$ cat src/rtl/lif_neuron_param.sv
// lif_neuron_param
// Parametrised leaky integrate-and-fire neuron. Accumulates N_IN weighted
// synaptic spikes into a saturating unsigned membrane potential, applies a
// subtractive or proportional leak, and fires when the updated potential
// reaches the threshold. After firing, a refractory period ignores input for
// REFRAC enabled cycles.
//
// Ports:
//   clk         rising-edge clock
//   reset       synchronous active-high reset (overrides en)
//   en          timestep enable; low freezes membrane, state and counter
//   spike_in    per-synapse spike, bit i selects weight i
//   weights     packed signed weights, weight i at [i*W_WIDTH +: W_WIDTH]
//   threshold   unsigned firing threshold
//   leak_val    mode 0: subtract amount; mode 1: low bits are the shift
//   membrane    registered membrane potential
//   spike_out   registered one-cycle spike pulse
//   refractory  high while in the REFRACTORY state
//   sat         one-cycle pulse when the update clamped at the maximum
//
// Handshake: there is no valid/ready flow control. Every enabled edge
// (en=1) is one timestep that consumes spike_in/weights/threshold/leak_val
// as sampled on that edge; en=0 edges consume nothing and hold state.
module lif_neuron_param #(
  parameter int N_IN      = 4,
  parameter int W_WIDTH   = 8,
  parameter int V_WIDTH   = 12,
  parameter int REFRAC    = 2,
  parameter int LEAK_MODE = 0,
  parameter int V_RESET   = 0
) (
  input  logic                      clk,
  input  logic                      reset,
  input  logic                      en,
  input  logic [N_IN-1:0]           spike_in,
  input  logic [N_IN*W_WIDTH-1:0]   weights,
  input  logic [V_WIDTH-1:0]        threshold,
  input  logic [V_WIDTH-1:0]        leak_val,
  output logic [V_WIDTH-1:0]        membrane,
  output logic                      spike_out,
  output logic                      refractory,
  output logic                      sat
);

  // Full-width synaptic sum: N_IN signed weights can never overflow this.
  localparam int SW  = W_WIDTH + $clog2(N_IN) + 1;
  // Signed update width: covers the unsigned potential plus the sum.
  localparam int NW  = ((V_WIDTH > SW) ? V_WIDTH : SW) + 2;
  localparam int SHW = $clog2(V_WIDTH) + 1;
  localparam int RCW = (REFRAC < 2) ? 1 : $clog2(REFRAC + 1);

  localparam logic [V_WIDTH-1:0] V_MAX   = '1;
  localparam logic [V_WIDTH-1:0] V_RST   = V_WIDTH'(V_RESET);
  localparam logic [RCW-1:0]     CNT_INI = RCW'(REFRAC);

  typedef enum logic {
    INTEGRATE  = 1'b0,
    REFRACTORY = 1'b1
  } state_t;

  state_t               state, state_nxt;
  logic [RCW-1:0]       cnt, cnt_nxt;
  logic [V_WIDTH-1:0]   membrane_nxt;
  logic                 spike_nxt;
  logic                 sat_nxt;

  logic signed [SW-1:0] syn_sum;
  logic [V_WIDTH-1:0]   leaked;
  logic [SHW-1:0]       shamt;
  logic signed [NW-1:0] upd;
  logic [V_WIDTH-1:0]   upd_clamped;
  logic                 upd_sat;

  // Weighted sum of active synapses, each weight sign-extended to SW bits.
  always_comb begin
    syn_sum = '0;
    for (int i = 0; i < N_IN; i++) begin
      if (spike_in[i]) begin
        syn_sum = syn_sum + $signed({{(SW-W_WIDTH){weights[i*W_WIDTH+W_WIDTH-1]}},
                                     weights[i*W_WIDTH +: W_WIDTH]});
      end
    end
  end

  // Leak. In proportional mode a shift of 0 removes everything and a shift
  // of V_WIDTH or more shifts v to zero, leaving v unchanged.
  always_comb begin
    shamt  = leak_val[SHW-1:0];
    leaked = '0;
    if (LEAK_MODE == 0) begin
      leaked = (membrane > leak_val) ? (membrane - leak_val) : '0;
    end else begin
      leaked = membrane - (membrane >> shamt);
    end
  end

  // Signed update and clamp into [0, 2^V_WIDTH-1].
  always_comb begin
    upd = $signed({{(NW-V_WIDTH){1'b0}}, leaked})
        + $signed({{(NW-SW){syn_sum[SW-1]}}, syn_sum});
    upd_clamped = upd[V_WIDTH-1:0];
    upd_sat     = 1'b0;
    if (upd < 0) begin
      upd_clamped = '0;
    end else if (upd > $signed({{(NW-V_WIDTH){1'b0}}, V_MAX})) begin
      upd_clamped = V_MAX;
      upd_sat     = 1'b1;
    end
  end

  // Next-state and next-output logic.
  always_comb begin
    state_nxt    = state;
    cnt_nxt      = cnt;
    membrane_nxt = membrane;
    spike_nxt    = 1'b0;
    sat_nxt      = 1'b0;
    if (en) begin
      case (state)
        INTEGRATE: begin
          sat_nxt = upd_sat;
          // Threshold compares against the clamped new potential.
          if (upd_clamped >= threshold) begin
            spike_nxt    = 1'b1;
            membrane_nxt = V_RST;
            if (REFRAC > 0) begin
              state_nxt = REFRACTORY;
              cnt_nxt   = CNT_INI;
            end
          end else begin
            membrane_nxt = upd_clamped;
          end
        end
        REFRACTORY: begin
          membrane_nxt = V_RST;
          cnt_nxt      = cnt - 1'b1;
          if (cnt <= RCW'(1)) begin
            cnt_nxt   = '0;
            state_nxt = INTEGRATE;
          end
        end
        default: state_nxt = INTEGRATE;
      endcase
    end
  end

  always_ff @(posedge clk) begin
    if (reset) begin
      state     <= INTEGRATE;
      cnt       <= '0;
      membrane  <= '0;
      spike_out <= 1'b0;
      sat       <= 1'b0;
    end else begin
      state     <= state_nxt;
      cnt       <= cnt_nxt;
      membrane  <= membrane_nxt;
      spike_out <= spike_nxt;
      sat       <= sat_nxt;
    end
  end

  assign refractory = (state == REFRACTORY);

endmodule

$ cat config.mk
export PLATFORM = sky130hd
export DESIGN_NAME = lif_neuron_param
export DESIGN_NICKNAME = d
export VERILOG_FILES = /design/src/rtl/lif_neuron_param.sv
export SDC_FILE = /design/constraint.sdc
export NUM_CORES = 1
export LEC_CHECK = 0
export CAP_MARGIN = 5
export CORE_MARGIN = 4
export CORE_UTILIZATION = 53
export DETAILED_ROUTE_END_ITERATION = 8
export PLACE_DENSITY = 0.86
export SLEW_MARGIN = 20
export SYNTH_ARGS = -nofsm -noshare
export SYNTH_HDL_FRONTEND = slang
export SYNTH_SLANG_ARGS = --single-unit
$ cat constraint.sdc
create_clock -name clk -period 10.3 [get_ports clk]
set_clock_uncertainty 0.1 [all_clocks]
set_input_delay 1.03 -clock clk [delete_from_list [all_inputs] [get_ports clk]]
set_output_delay 1.03 -clock clk [all_outputs]
set_load 0.1 [all_outputs]
==> metrics.txt <==
status=finished, final reports clean; hold_buf cts=0; Worst EP arrival=9.82 ns; IO buf count=77; IO Count=78; synthesized area=3720 um^2; Crit Reg-Reg Startpoint=membrane[0]$_SDFFE_PP0P_; top_reg_cell synth=dfxtp_1; crit path capture type=register; setup TNS=0 ns; Vias=3,894; most common cell after layout, fill and taps aside=clkdlybuf4s50_1; Total Power=1.27 mW; Ant. Diodes=0; Clk pwr share=3.9%; type of origin of the critical path=primary input; worst skew pair latency=0.25 ns; worst slew pin tran=0.995 ns; DIE HEIGHT=91.8 um; R2R Setup Slk=3.25 ns; Post-synth EDFFs=0; drt total wl=9870 um; CTS Buffer Depth=2; routability cong.=0.917; minimum clock period=9.75 ns; slew margin rel.=33.4%; vias per cell=5.68; largest net degree at the start of global routing=19; Clock Tree Root=clkbuf_8; Worst EP required=10.38 ns; maximum fanout along the worst path=14; grt total ovfl=0; Layout Nets=720; initial antenna violation count=0; period utilization=94.6%; Starting Density=54.7%; CTS Buf Count=3; area grow syn2layout=25.0%; Seq pwr share=9.8%; CTS H-tree lvls=1; Die X=91.8 um; CTS tree=yes; crit-path most repeated cell=o21ai_0; Die Area=8420 um^2; Pwr per Cell Area=273 nW/um^2; commonest cells after routing, fill and taps aside=77 x clkdlybuf4s50_1, 70 x nor2_1, 62 x ha_1; #FFs+latches synth=17; hpwl dp=8360 um; syn nets=644; switching portion of total power=57.5%; CTS Sinks=17; leak pwr=2.13 nW; Gate power share=86.3%; max-slew violation count=0; synth warn=0; setup violators final=0; Max Freq=0.103 GHz; DRC=0; max_cap viols=0; Slowest-stage cell, CP=fa_1; Worst-path clk slew=0.07 ns; share of layout cells above drive strength 1=4.75%; Post-synth ARST share=0%; CP Launch Point=spike_in[0]; net switching power=0.729 mW; vias in the first global route=3,753; Core Footprint=6790 um^2; Worst R2R Path Depth=33; mean post-synth cell area=7.23 um^2; Hold Path Class=reg2reg; Avg WL per Cell=14.4 um; Starting DRT DRC Count=183; worst ir drop on vdd=245 uV; Unique masters post-synth=55; Internal Power=0.539 mW; crit path to=membrane[2]$_SDFFE_PP0P_; register area share after synthesis=9.16%; worst setup path class=in2reg; Syn Inst Count=514; final hold viol count=0; row count=30; worst reg2reg endpoint=membrane[2]$_SDFFE_PP0P_; first-pass GRT wire length=16,300 um; Pre-antenna DRT Iters=5; Final Util=68.4%; GRT Util Overall=22.9%; antenna-violating nets left=0; RSZ-0062 raised after global routing=no; CP peak stage delay=0.49 ns
-- cells in the mapped netlist (7+ instances only) --
library cell  instances  area, um^2
nor2_1               70         263
a21oi_1              46         230
nor3_1               12        60.1
xor2_1               18         158
dfxtp_1              17         340
xnor2_1              23         201
nand2_1              40         150
nor2b_1               7        43.8
o21a_1               11        82.6
o21ai_0              27         135
a21o_1               15         113
inv_1                51         191
mux2_2               10         113
clkbuf_1              7        26.3
ha_1                 62         776
-- kinds of logic (layout without fill, tap and decap cells) --
| kind of cell | count (synthesis) | after routing | synth area share (%) |
|---|---|---|---|
| AO/OA/AOI/OAI | 143 | 143 | 25.0 |
| XOR/XNOR | 44 | 44 | 11.2 |
| adder cells (fa/ha/maj) | 68 | 68 | 23.8 |
| buffers and inverters | 64 | 139 | 6.63 |
| flip-flops | 17 | 17 | 9.16 |
| multiplexers | 14 | 14 | 4.11 |
| AND/OR/NAND/NOR | 164 | 164 | 20.1 |
-- timing repair --
item                                    4_1_cts  5_1_grt
hold endpoints to repair                      0        0
resized for setup                             0        1
buffers inserted                              0        2
endpoints found under the setup margin        0       13
-- power by group through the flow --
stage	sequential (mW)	combinational [mW]	clock, mW
2_1_floorplan	0.312	0.641	0
3_3_place_gp	0.125	1.03	0
3_5_place_dp	0.125	1.07	0
4_1_cts	0.124	1.08	0.0497
5_1_grt	0.129	1.20	0.0527
6_report	0.124	1.09	0.0491
-- worst max-delay path: cells and delay by family --
kind | cells | cell delay (ns)
AOI/OAI and AO/OA | 15 | 2.99
muxes | 1 | 0.28
and+or+nand+nor | 9 | 1.98
adders and majority gates | 6 | 1.76
xor gates and xnor gates | 4 | 0.89
buffers and inverters | 4 | 0.89
-- worst min path at each step --
stage / end / slack [ns] / cells past startpoint / from
after global routing: membrane[8]$_SDFFE_PP0P_ / 0.42 / 2 / membrane[8]$_SDFFE_PP0P_
final: membrane[11]$_SDFFE_PP0P_ / 0.39 / 2 / membrane[11]$_SDFFE_PP0P_
after global placement: membrane[10]$_SDFFE_PP0P_ / 0.38 / 2 / membrane[10]$_SDFFE_PP0P_
after detailed placement: membrane[11]$_SDFFE_PP0P_ / 0.38 / 2 / membrane[11]$_SDFFE_PP0P_
after CTS: membrane[11]$_SDFFE_PP0P_ / 0.39 / 2 / membrane[11]$_SDFFE_PP0P_
after floorplan: cnt[0]$_SDFFE_PP0P_ / 0.36 / 2 / cnt[0]$_SDFFE_PP0P_
-- metal layers --
metal,vias to the layer above,global-route usage (%),wire [um]
met4,0,4.83,175
met5,-,0,0
met1,1779,28.7,4380
li1,1967,-,-
met2,128,42.2,4790
met3,20,2.38,510
-- per-stage QoR --
step | hold slack [ns] | setup slack [ns] | cells | area (um^2)
6_report | 0.392 | 0.553 | 685 | 4650
5_1_grt | 0.418 | 0.0510 | 685 | 4650
4_1_cts | 0.392 | 0.409 | 683 | 4630
3_5_place_dp | 0.383 | 0.184 | 679 | 4590
3_3_place_gp | 0.380 | 0.620 | 679 | 4590
2_1_floorplan | 0.362 | 1.21 | 514 | 3720
-- flip-flops by register name, indices dropped and copies added, names as in the netlist --
| signal | cells |
|---|---|
| membrane | 12 |
| cnt | 2 |
| refractory | 1 |
| sat | 1 |
| spike_out | 1 |
-- layout make-up --
cell class,instances,area (um^2)
Fill cell,594,2150
Timing Repair Buffer,83,816
Clock buffer,4,45.0
Inverter,52,195
Tap cell,96,120
Sequential cell,17,340
Multi-Input combinational cell,433,3130
Power figures use the tool's default switching activity.
